<file path="config.mk">
export PLATFORM = sky130hd
export DESIGN_NAME = vx_ibuffer_issue_arb
export DESIGN_NICKNAME = d
export VERILOG_FILES = /design/src/rtl/vx_ibuffer_issue_arb.sv
export SDC_FILE = /design/constraint.sdc
export NUM_CORES = 1
export LEC_CHECK = 0
export BUFFER_PORTS_ARGS = -buffer_cell sky130_fd_sc_hd__buf_2
export CORE_AREA = 2 2 254 256
export CTS_CLUSTER_DIAMETER = 150
export DETAILED_ROUTE_END_ITERATION = 8
export DIE_AREA = 0 0 256 258
export HOLD_SLACK_MARGIN = 0.08
export SETUP_SLACK_MARGIN = 0.3
export SYNTH_ARGS = -nofsm -noshare
export SYNTH_HDL_FRONTEND = slang
export SYNTH_SLANG_ARGS = --single-unit
</file>
<file path="constraint.sdc">
create_clock -name clk -period 3.3 [get_ports clk]
set_clock_uncertainty 0.05 [all_clocks]
set_input_delay 0.99 -clock clk [delete_from_list [all_inputs] [get_ports clk]]
set_output_delay 0.99 -clock clk [all_outputs]
set_load 0.005 [all_outputs]
</file>
<file path="src/rtl/vx_ibuffer_issue_arb.sv">
// vx_ibuffer_issue_arb: round-robin grant of one of ISSUE_CNT ibuffer slices per cycle into a registered dispatch stage tagged with the slice index; define VX_IBUF_ARB_PERF_EN for perf_issue_cnt/perf_stall_cnt
module vx_ibuffer_issue_arb #(
  parameter int ISSUE_CNT = 4,
  parameter int DATAW     = 128,
  parameter int ISW_WIDTH = (ISSUE_CNT > 1) ? $clog2(ISSUE_CNT) : 1
) (
  input  logic                       clk,
  input  logic                       reset,
  input  logic [ISSUE_CNT-1:0]       in_valid,
  input  logic [ISSUE_CNT*DATAW-1:0] in_data,
  output logic [ISSUE_CNT-1:0]       in_ready,
  output logic                       out_valid,
  output logic [DATAW-1:0]           out_data,
  output logic [ISW_WIDTH-1:0]       out_isw,
  input  logic                       out_ready
`ifdef VX_IBUF_ARB_PERF_EN
  ,
  output logic [31:0]                perf_issue_cnt,
  output logic [31:0]                perf_stall_cnt
`endif
);
  logic [DATAW-1:0] slices [ISSUE_CNT];
  logic [ISW_WIDTH-1:0] rr_ptr, winner, next_ptr, idx;
  logic can_load, fire;
  for (genvar i = 0; i < ISSUE_CNT; i++) begin : g_slice
    assign slices[i] = in_data[i*DATAW +: DATAW];
  end
  always_comb begin
    winner = rr_ptr;
    idx = rr_ptr;
    for (int k = ISSUE_CNT - 1; k >= 0; k--) begin
      idx = ISW_WIDTH'((int'(rr_ptr) + k) % ISSUE_CNT);
      winner = in_valid[idx] ? idx : winner;
    end
  end
  assign can_load = !out_valid || out_ready;
  assign fire     = reset && can_load && |in_valid;
  assign in_ready = fire ? ISSUE_CNT'(1) << winner : '0;
  assign next_ptr = (int'(winner) == ISSUE_CNT - 1) ? '0 : winner + 1'b1;
  always_ff @(posedge clk) begin
    if (!reset) begin
      out_valid <= 1'b0;
      out_data  <= '0;
      out_isw   <= '0;
      rr_ptr    <= '0;
    end else if (fire) begin
      out_valid <= 1'b1;
      out_data  <= slices[winner];
      out_isw   <= winner;
      rr_ptr    <= next_ptr;
    end else if (out_ready) begin
      out_valid <= 1'b0;
    end
  end
`ifdef VX_IBUF_ARB_PERF_EN
  always_ff @(posedge clk) begin
    if (!reset) begin
      perf_issue_cnt <= '0;
      perf_stall_cnt <= '0;
    end else begin
      perf_issue_cnt <= perf_issue_cnt + 32'(out_valid && out_ready);
      perf_stall_cnt <= perf_stall_cnt + 32'(out_valid && !out_ready);
    end
  end
`endif
endmodule
</file>
==> impl_metrics.ini <==
[power]
irDropWorstVdd_v = 0.000367
p_leak_nw = 6.55
powerDensity_nw_per_um2 = 528

[sta]
slew_headroom = 0.498
setup_viol = 0
period_needed_ns = 3.10
grt_setup_unrepaired = yes
worst_pin_slew_ns = 0.753
min_period_over_period = 0.941
slew_violations = 0
hold_viol_final = 0
holdWs_ns = 0.404
fmax_mhz = 322
tns_ns = 0

[global_route]
grtUsageTotal = 0.0955
grt_pass1_wl_mm = 47.9
grt_overflow = 0
grt_pass1_vias = 8416
grt_max_degree = 67
antenna_found_initial = 4

[yosys]
yosys.cell_types.count = 28
synth_flop_cell = dfxtp_1
synth-async-reset-ratio = 0
ys_ff_latch = 133
synthesis.nets = 1274
avgSynthCellArea_sq_um = 9.96
synth_cells = 755
yosysSeqAreaShare = 0.354
syn_area_sq_um = 7520
yosys_warnings = 0
synth-edff-count = 0

[critical_path]
r2r_end = out_data[28]
r2r_start = rr_ptr[0]
start_kind = input pin
max_stage_delay_ns = 0.29
cp_slowest_cell = or2_4
critPathMaxFanout = 5
endpoint_kind = output pin
cp_cell_sequence = buf_8, nor3_4, a31oi_1, a32o_2, or2_4, nor2_4, buf_2
critPathLaunch = in_valid[2]
rrSetupSlack_ns = 0.85
reg2regPathDepth = 8
path_class = input pin to output pin
required_ns = 2.26
cp.arrival_ns = 2.06

[worst_hold_path]
hp-class = flip-flop to flip-flop
min_to = out_data[18]
whs_path_depth = 2
min-delay-start = out_data[18]

[clocking]
clk_path_buf_depth = 2
cts_tree = done
cts_made_buffers = 17
htreeDepth = 4
insertion_delay_ns = 0.45
cts_sinks = 133
hold_buffers = 0
ctsRootBufferMaster = clkbuf_16
clk_pin_slew_ns = 0.06

[flow_run]
max_cap_violations = 0

[finish]
drive_gt1_frac = 0.521
fin_nets = 1906
synthToLayoutAreaGrowth_pct = 66.4
mostFrequentLayoutCell = buf_2
layout_common_cells = buf_2 (650), mux2i_1 (258), dfxtp_1 (133), nand2_1 (132), o221ai_1 (128)

[drt]
dr.first_iter.drc_count = 453
firstDrtPassIters = 4
viasPerCell = 3.79
vias = 8548
routed_wl_mm = 32.9
wire_per_inst_um = 14.6
drcViolationCount = 0
drtAntennaViolNets = 0

[floorplan]
rows = 93
initial_utilization = 0.118
placeableCoreArea_sq_um = 63600
die_y_um = 258
die_area_sq_um = 66000
die_x_um = 256
ios = 654

[run_status]
status = completed

[placed_design]
dp_hpwl_mm = 26.4
io_buffers = 653
gp_congestion = 0.868
-- synthesized netlist by cell type (3+ instances only) --
master,instances,share of area
mux2i_1,258,0.34
dfxtp_1,133,0.35
nand2_1,132,0.066
o221ai_1,128,0.15
clkbuf_1,25,0.012
buf_4,14,0.014
buf_6,14,0.021
clkbuf_4,9,0.0090
buf_2,7,0.0047
nor2_1,5,0.0025
inv_1,4,0.0020
buf_1,3,0.0015
nand2b_1,3,0.0025
nor2b_1,3,0.0025
-- metrics by stage --
step	power, W	cell area [sq um]	util	cells	worst slack (ns)
6_report	0.00660	12500	0.196	2257	0.196
4_1_cts	0.00673	12500	0.196	2251	0.151
5_1_grt	0.00700	12500	0.196	2257	0.150
2_1_floorplan	0.00350	7560	-	755	0.240
3_3_place_gp	0.00445	11700	0.184	2214	0.104
3_5_place_dp	0.00446	11700	0.184	2214	0.0982
-- what timing repair did --
item	CTS	global route
pin swaps	6	5
setup buffers	5	4
resized for setup	10	4
setup endpoints to repair	4	4
-- power breakdown --
part / leakage (nW) / total (W) / internal (W) / switching [W]
Clock: 0.317 / 0.00216 / 0.00135 / 0.000805
Sequential: 1.10 / 0.00209 / 0.00192 / 0.000171
Combinational: 5.13 / 0.00235 / 0.00119 / 0.00116
-- state kept, by name, indices dropped and copies added (netlist names) --
name and count:
out_data 128, out_isw 2, out_valid 1, rr_ptr 2
-- worst max path at each step --
stage | slack [ns] | endpoint | cells past startpoint
after floorplan | 0.24 | in_ready[0] | 7
after global placement | 0.10 | in_ready[1] | 7
after detailed placement | 0.1 | in_ready[1] | 7
after CTS | 0.15 | in_ready[1] | 8
after global routing | 0.15 | in_ready[0] | 7
final | 0.20 | in_ready[1] | 7
-- final cells by class --
type                       instances  area (sq um)
sequential                       133          2660
inverter                           4          15.0
clock inverter                    10           168
tap                              855          1070
multi-input combinational        546          4460
timing repair buffer             685          3650
clock buffer                      22           484
antenna                            2          5.00
fill                            7082         51100
-- layer usage --
layer / routed length, um / track usage / share of wire
met3: 2630 / 0.0289 / 0.080
met5: 13 / 0 / 0.00040
met1: 12800 / 0.104 / 0.39
met2: 15900 / 0.162 / 0.48
met4: 1560 / 0.0611 / 0.047
-- critical path, delay by kind of cell --
| kind | cells | cell delay, ns |
|---|---|---|
| AND/OR/NAND/NOR | 3 | 0.51 |
| buffers and inverters | 2 | 0.23 |
| AO/OA/AOI/OAI | 2 | 0.34 |
-- kinds of logic (layout without fill, tap and decap cells) --
logic type      count (synthesis)  after routing  share of synthesized area
compound gates                140            140                      0.160
xor+xnor                        1              1                    0.00117
buf+inv                        76            721                     0.0646
flops                         133            133                      0.354
mux                           258            258                      0.343
other cells                     0              2                          0
simple gates                  147            147                     0.0764
(Power assumes the default switching activity.)
